### config.mk
export PLATFORM = sky130hd
export DESIGN_NAME = rgb_fade_sequencer
export DESIGN_NICKNAME = d
export VERILOG_FILES = /design/src/rtl/rgb_fade_sequencer.sv
export SDC_FILE = /design/constraint.sdc
export NUM_CORES = 1
export LEC_CHECK = 0
export ABC_AREA = 0
export BUFFER_PORTS_ARGS = -buffer_cell sky130_fd_sc_hd__buf_4
export CAP_MARGIN = 20
export CORE_MARGIN = 3
export CORE_UTILIZATION = 35
export CTS_CLUSTER_DIAMETER = 150
export DETAILED_ROUTE_END_ITERATION = 12
export GPL_ROUTABILITY_DRIVEN = 0
export PLACE_DENSITY_LB_ADDON = 0.12
export REMOVE_ABC_BUFFERS = 1
export SETUP_SLACK_MARGIN = 0.4
export SYNTH_ARGS = -nofsm -noshare
export SYNTH_HDL_FRONTEND = slang
export SYNTH_SLANG_ARGS = --single-unit
### constraint.sdc
create_clock -name clk -period 12.2 [get_ports clk]
set_input_delay 0 -clock clk [delete_from_list [all_inputs] [get_ports clk]]
set_output_delay 0 -clock clk [all_outputs]
set_load 0.005 [all_outputs]
### src/rtl/rgb_fade_sequencer.sv
// Three-channel colour-wheel fader: one channel ramps per segment, then holds.
// Produces PWM duty values for R/G/B with pause, restart and a segment-done strobe.
module rgb_fade_sequencer #(
  parameter int PWM_MAX_VALUE = 1200,
  parameter int TICK_DIVIDER  = 5000,
  parameter int RAMP_STEPS    = 400,
  parameter int HOLD_TICKS    = 200
) (
  input  logic        clk,
  input  logic        rst,
  input  logic        enable,
  input  logic        restart,
  output logic [10:0] red_duty,
  output logic [10:0] green_duty,
  output logic [10:0] blue_duty,
  output logic [2:0]  segment,
  output logic        seg_done,
  output logic        busy
);

  localparam int STEP   = PWM_MAX_VALUE / RAMP_STEPS;
  localparam int PRE_W  = (TICK_DIVIDER > 1) ? $clog2(TICK_DIVIDER) : 1;
  localparam int HOLD_W = (HOLD_TICKS > 1) ? $clog2(HOLD_TICKS) : 1;

  localparam logic [10:0]       MAX_DUTY  = 11'(PWM_MAX_VALUE);
  localparam logic [10:0]       STEP_DUTY = 11'(STEP);
  localparam logic [PRE_W-1:0]  PRE_LAST  = PRE_W'(TICK_DIVIDER - 1);
  localparam logic [HOLD_W-1:0] HOLD_LAST = HOLD_W'(HOLD_TICKS - 1);
  // Packed as {blue, green, red}: index 0 = R, 1 = G, 2 = B.
  localparam logic [2:0][10:0]  RESET_DUTY = {11'd0, 11'd0, MAX_DUTY};

  generate
    if (STEP < 1) begin : g_step_check
      $error("rgb_fade_sequencer: RAMP_STEPS must not exceed PWM_MAX_VALUE");
    end
    if (PWM_MAX_VALUE > 2047) begin : g_max_check
      $error("rgb_fade_sequencer: PWM_MAX_VALUE must fit the 11-bit duty ports");
    end
    if (TICK_DIVIDER < 1) begin : g_div_check
      $error("rgb_fade_sequencer: TICK_DIVIDER must be at least 1");
    end
    if (HOLD_TICKS < 1) begin : g_hold_check
      $error("rgb_fade_sequencer: HOLD_TICKS must be at least 1");
    end
  endgenerate

  typedef enum logic [1:0] {IDLE, RAMP, HOLD} state_t;

  state_t            state_q, state_d;
  logic [PRE_W-1:0]  pre_q, pre_d;
  logic [HOLD_W-1:0] hold_q, hold_d;
  logic [2:0]        seg_q, seg_d;
  logic [2:0][10:0]  duty_q, duty_d;

  logic        tick;
  logic        hold_end;
  logic        ramp_up;
  logic        at_end;
  logic [1:0]  ch;
  logic [10:0] cur;
  logic [10:0] next_val;
  logic [11:0] up_sum;

  // Moving channel and its next value for the current segment; endpoints are clamped.
  always_comb begin
    tick     = enable && (state_q != IDLE) && (pre_q == PRE_LAST);
    hold_end = tick && !restart && (state_q == HOLD) && (hold_q == HOLD_LAST);
    ramp_up  = ~seg_q[0];
    case (seg_q)
      3'd0, 3'd3: ch = 2'd1;
      3'd1, 3'd4: ch = 2'd0;
      default:    ch = 2'd2;
    endcase
    cur    = duty_q[ch];
    up_sum = {1'b0, cur} + {1'b0, STEP_DUTY};
    if (ramp_up) begin
      at_end   = (up_sum >= {1'b0, MAX_DUTY});
      next_val = at_end ? MAX_DUTY : up_sum[10:0];
    end else begin
      at_end   = (cur <= STEP_DUTY);
      next_val = at_end ? 11'd0 : (cur - STEP_DUTY);
    end
  end

  always_comb begin
    state_d = state_q;
    pre_d   = pre_q;
    hold_d  = hold_q;
    seg_d   = seg_q;
    duty_d  = duty_q;
    if (restart) begin
      state_d = IDLE;
      pre_d   = '0;
      hold_d  = '0;
      seg_d   = 3'd0;
      duty_d  = RESET_DUTY;
    end else begin
      case (state_q)
        IDLE: begin
          if (enable) begin
            state_d = RAMP;
            pre_d   = '0;
          end
        end
        RAMP: begin
          if (enable) begin
            pre_d = tick ? '0 : pre_q + PRE_W'(1);
          end
          if (tick) begin
            duty_d[ch] = next_val;
            if (at_end) begin
              state_d = HOLD;
              hold_d  = '0;
            end
          end
        end
        HOLD: begin
          if (enable) begin
            pre_d = tick ? '0 : pre_q + PRE_W'(1);
          end
          if (tick) begin
            if (hold_q == HOLD_LAST) begin
              hold_d  = '0;
              seg_d   = (seg_q == 3'd5) ? 3'd0 : seg_q + 3'd1;
              state_d = RAMP;
            end else begin
              hold_d = hold_q + HOLD_W'(1);
            end
          end
        end
        default: begin
          state_d = IDLE;
        end
      endcase
    end
  end

  always_ff @(posedge clk or posedge rst) begin
    if (rst) begin
      state_q <= IDLE;
      pre_q   <= '0;
      hold_q  <= '0;
      seg_q   <= 3'd0;
      duty_q  <= RESET_DUTY;
    end else begin
      state_q <= state_d;
      pre_q   <= pre_d;
      hold_q  <= hold_d;
      seg_q   <= seg_d;
      duty_q  <= duty_d;
    end
  end

  assign red_duty   = duty_q[0];
  assign green_duty = duty_q[1];
  assign blue_duty  = duty_q[2];
  assign segment    = seg_q;
  assign seg_done   = hold_end;
  assign busy       = (state_q != IDLE);

endmodule

* Word-level counts from Yosys, hierarchy flattened
Index checks and enable logic that the tools add are counted.
** Word-level totals
- Register bits after elaboration :: 59
- Output and inout bits :: 38
- Word-level logic and storage cells :: 90
** Cells by class
- $add $sub $neg :: 5
- Magnitude comparators :: 4
- Equality and inequality tests :: 14
- Mux-type cells :: 36
- Reductions and logical operators :: 24
** Operators with widths (number)
- $mux 33 :: 3
- $mux 11 :: 5
- $mux 13 :: 4
- $mux 8 :: 5
- $bwmux 33 :: 1
- $pmux 13 s2 :: 1
- $bmux 11 s2 :: 1
- $demux 11 s2 :: 1
- $pmux 8 s2 :: 1
- $mux 3 :: 5
- $add 13x1->13 const B :: 1
- $eq 13x13->1 const B :: 1
- $add 11x2->12 const B :: 1
- $ge 12x11->1 const B :: 1
- $mux 2 :: 6
- $ne 3x3->1 const B :: 4
- $le 11x2->1 const B :: 1
- $sub 11x2->11 const B :: 1
- $reduce_bool 2->1 :: 5
- $add 8x1->8 const B :: 1
- $eq 8x8->1 const B :: 1
- $eq 3x3->1 const B :: 2
- $logic_and 1x1->1 :: 6
- $pmux 2 s3 :: 1
- 20 further kinds :: 24

* Longest topological paths before layout
- Depth after elaboration :: 13
- Depth in mapped cells :: 21

* Least setup slack after synthesis
OpenSTA, ideal clock, no wires.
- Path type :: register to register
- Start :: register seg_q[0], in the netlist segment[0]
- End :: register hold_q[7]
- Setup time :: 104 ps
- Arrival time :: 4240 ps
- Data required time :: 12096 ps
- Setup slack :: 7857 ps
- Cell stages (with the launch flop) :: 21
- Path buffers :: 4
- Clock period less this slack :: 4343 ps
- Cells stage by stage :: dfrtp_1 > buf_6 > clkbuf_1 > inv_1 > nor2_1 > ha_1 > buf_2 > nor2_1 > o2bb2ai_1 > nor2_1 > ha_1 > inv_1 > o21ai_1 > o2111a_1 > a41oi_1 > a311oi_1 > nor2_1 > o41ai_4 > buf_6 > nand2_2 > o41ai_2
** Between the ends
- Longest elaborated chain between the ends :: 10
- Elaborated cells between the ends (all ways) :: 15
** RTL lines
- from (decl) :: line 52 : logic [2:0] seg_q, seg_d;
- from (signal assigned) :: line 149 : seg_q <= seg_d;
- $eq 3x1->1 (tied with other cells) :: line 69 : case (seg_q)
- $reduce_or 2->1 :: line 69
- $pmux 2 s2 :: line 69
- $bmux 11 s2 :: line 74 : cur = duty_q[ch];
- $mux 11 (not written as such) :: line 74
- $add 11x2->12 :: line 75 : up_sum = {1'b0, cur} + {1'b0, STEP_DUTY};
- $ge 12x11->1 :: line 77 : at_end = (up_sum >= {1'b0, MAX_DUTY});
- $mux 1 (*) :: line 76 : if (ramp_up) begin
- $ne 3x3->1 (no source line) (*)
- $reduce_and 4->1 (no source line) (*)
- to (signal assigned) :: line 148 : hold_q <= hold_d;
- to (decl) :: line 51 : logic [HOLD_W-1:0] hold_q, hold_d;
Mark *: on every way between the ends. The rest lies on a longest branch, timed or not. The select of a mux whose other input is x is not followed.
A chain may end at the register's enable or synchronous reset.

* Worst setup path after layout
- Start :: register seg_q[2], in the netlist segment[2]
- End :: register hold_q[7]
** Between the ends
- Longest elaborated chain between the ends :: 10
- Elaborated cells between the ends (all ways) :: 15
** RTL lines (line)
- $eq 3x1->1 (tied with other cells) :: 69
- $reduce_or 2->1 :: 69
- $pmux 2 s2 (*) :: 69
- $bmux 11 s2 (*) :: 74
- $mux 11 (not written as such) (*) :: 74
- $add 11x2->12 :: 75
- $ge 12x11->1 :: 77
- $mux 1 (*) :: 76
- $ne 3x3->1 (no source line) (*)
- $reduce_and 4->1 (no source line) (*)
Marks and branches as above.

==> summary.txt <==
Outcome
  – Outcome: complete, no violations

Cells and area
  – Area growth syn-to-layout: 16.7%
  – Ratio of cells with drive above 1 in the final layout: 14.9%
  – Commonest non-fill, non-tap cells in the layout: 66 x nor2_1, 61 x nand2_1, 55 x dfrtp_1
  – Finished Layout Cells: 699
  – ANT cells: 0
  – Post-layout net count: 563
  – Most common cell after layout, fill and taps aside: nor2_1
  – Utilization after layout: 42.5%
  – Fillers: 1,153

STA
  – RSZ-0062 raised after global routing: no
  – Final setup TNS: 0 ps
  – Setup Viol. Count Final: 0
  – Final Hold Violating Endpoints: 0
  – Pins Over Slew Limit: 0
  – Max_slew headroom: 29.3%
  – Final cycle utilization of the critical path: 47.6%
  – FMAX: 172 MHz
  – Transition time of the tightest slew-check pin: 1060 ps
  – Post-route minimum period: 5800 ps
  – Max Clock Skew: 6.14 ps

Synthesis
  – Synthesized area: 4210 um2
  – Area contributors post-synth: dfrtp_1 33%, nor2_1 5.9%, a21oi_1 5.5%, nand2_1 5.4%, nand3_1 2.7%
  – Seq/Total Area, Yosys: 35.2%
  – Number of flops mapped to enable cells by yosys: 0
  – Asr flop ratio synth: 100%
  – Synth cell types: 68
  – Yosys Warn Count: 0
  – Cell taking the most area after synthesis: dfrtp_1
  – Top cell type's share of synthesized area: 32.7%
  – Dominant synthesized flop cell: dfrtp_1
  – Synth Instances: 521
  – Seq cells post-synth: 59
  – Syn_area_per_cell: 8.08 um2

Detailed routing
  – DRT antenna net count: 0
  – WL/cell: 18.7 um
  – Vias per std cell: 5.86
  – DRC viols: 0
  – Vias: 4,099
  – 1st-iter DRT viols: 312
  – Pre-Repair DR Iteration Count: 5
  – Routed wire length: 13,100 um

Pwr
  – Clock Power Share: 53.6%
  – Int Power: 397 uW
  – Power, Total: 516 uW
  – Sequential share of power: 39.4%
  – Comb pwr share: 7.0%
  – Worst vdd ir: 0.0000778 V
  – NetSw: 119 uW
  – Switching share of power: 23.1%
  – PD cells: 105 nW/um2
  – P_leak: 2.10 nW

GRT
  – First-pass GRT wire length: 21,100 um
  – All-layer global routing usage: 20.4%
  – Number of global-route vias before repair: 3,896
  – Initial antenna violation count: 0
  – Pin count of the biggest net entering global routing: 60
  – Congestion Overflow GR: 0

Floorplan
  – Die Span Y: 116 um
  – Die width: 116 um
  – Row cnt: 39
  – # IOs: 42
  – Die area: 13,400 um2
  – Initial Utilization: 36.4%
  – Placeable Area: 11,600 um2

Flow run
  – Number of max-cap violations: 0

Critical path
  – Critical path peak fanout: 25
  – Arrival time at the worst endpoint: 6030 ps
  – Crit-path cells: inv_1 -> ha_1 -> nor2_1 -> o2bb2ai_1 -> nor2_1 -> ha_1 -> inv_1 -> o21ai_1 -> o2111a_1 -> a41oi_1 -> a311oi_1 -> nor2_1 -> o41ai_4 -> nand2_2 -> o41ai_2
  – CP bufs+invs: 2
  – Most used cell, CP: nor2_1
  – Setup crit end kind: register
  – Worst path required time: 12,430 ps
  – Crit Path Class: register to register
  – Critical Path Slowest Stage Cell: ha_1
  – Critical Path Source Type: register
  – Cell family with most CP delay: compound AO/OA/AOI/OAI gates
  – Worst stage delay on the critical path: 770 ps

Clock tree
  – TritonCTS clock tree: built
  – CTS clk-pin slew, worst paths: 50 ps
  – TritonCTS sink count: 59
  – Root buf cell: clkbuf_16
  – H-tree Lvls: 3
  – Worst skew pair latency: 340 ps
  – Post-CTS Setup Bufs: 0
  – CTS Buffer Depth: 2
  – CTS Buf Count: 9

Placement
  – Placed cell count: 682
  – HPWL after DPL: 9660 um
  – # port buffers: 41

Min path
  – Min-delay worst type: input pin to register
metal layers:
layer | vias to the layer above | track usage, % | wire, um
met4 | 0 | 7.19 | 438
li1 | 1960 | - | -
met3 | 26 | 5.54 | 834
met5 | - | 0 | 0
met1 | 1958 | 27.3 | 5800
met2 | 155 | 31.8 | 5980
path summary, 6_finish.rpt:
path / start / endpoint / slack [ps] / depth (start not counted)
worst max-delay path: segment[2] / hold_q[7] / 6400 / 15
worst min-delay path: enable / state_q[1] / 90 / 4
worst max register to register: segment[2] / hold_q[7] / 6400 / 15
worst min register to register: hold_q[7] / hold_q[7] / 480 / 1
max in group asynchronous: rst / blue_duty[9] / 11250 / 4
min in group asynchronous: rst / green_duty[10] / 460 / 4
registers in the layout, indices dropped and copies added, names as in the netlist:
| name | flops |
|---|---|
| green_duty | 11 |
| blue_duty | 11 |
| state_q | 2 |
| hold_q | 8 |
| pre_q | 13 |
| red_duty | 11 |
| segment | 3 |
power groups by stage:
stage,Sequential [mW],Combinational (mW),Clock [mW]
CTS,0.203,0.0368,0.283
global placement,0.206,0.0359,0
finish,0.203,0.0359,0.277
global route,0.204,0.0426,0.292
detailed placement,0.206,0.0363,0
floorplan,0.206,0.0249,0
cells in the mapped netlist, types with 6 or more instances:
library cell	instances
nor2_1	66
nand2_1	61
clkbuf_1	13
a31oi_1	8
nor3_1	13
nand2b_1	6
and3_1	8
nand3b_1	10
a21oi_1	46
a211oi_1	9
or3_1	12
nand3_1	23
ha_1	8
xnor2_1	9
xor2_1	7
o21ai_1	9
or2_2	6
a21o_1	7
inv_1	19
o21ai_0	16
dfrtp_1	55
nor4_1	6
a22oi_1	8
cell type report:
type	count	area (um2)	share of cell area, %
Multi-Input combinational cell	419	2530	51.4
Sequential cell	59	1480	30.2
Timing Repair Buffer	43	325	6.62
Clock buffer	10	239	4.87
Tap cell	143	179	3.64
Clock inverter	6	88.8	1.81
Inverter	19	71.3	1.45
metrics by stage:
stage                     area (um2)  setup slack (ps)  hold WS, ps
after floorplan                 4080              7540         31.1
after global placement          4570              6790          265
after detailed placement        4570              6530          279
after CTS                       4910              6520         88.6
after global routing            4910              5840          123
final                           4910              6400         94.4
repair_timing:
item | CTS | global route
endpoints found under the hold margin | 55 | 0
resized for setup | 0 | 0
hold buffers | 1 | 0
cells by family after synthesis:
group,count (synthesis),synth area share (%)
multiplexers,5,1.28
AO/OA/AOI/OAI,148,23.6
XOR/XNOR,16,3.33
buffers and inverters,43,4.79
flip-flops,59,35.2
adder cells (fa/ha/maj),8,2.38
AND/OR/NAND/NOR,242,29.5
worst reg2reg max path, cell delays in order, from the launching register on:
cell and delay (ps):
dfrtp_1 530, inv_1 440, ha_1 770, nor2_1 470, o2bb2ai_1 270, nor2_1 410, ha_1 290, inv_1 60
o21ai_1 310, o2111a_1 280, a41oi_1 50, a311oi_1 550, nor2_1 150, o41ai_4 690, nand2_2 130, o41ai_2 290
No activity file was read; power rests on OpenSTA's default activity.
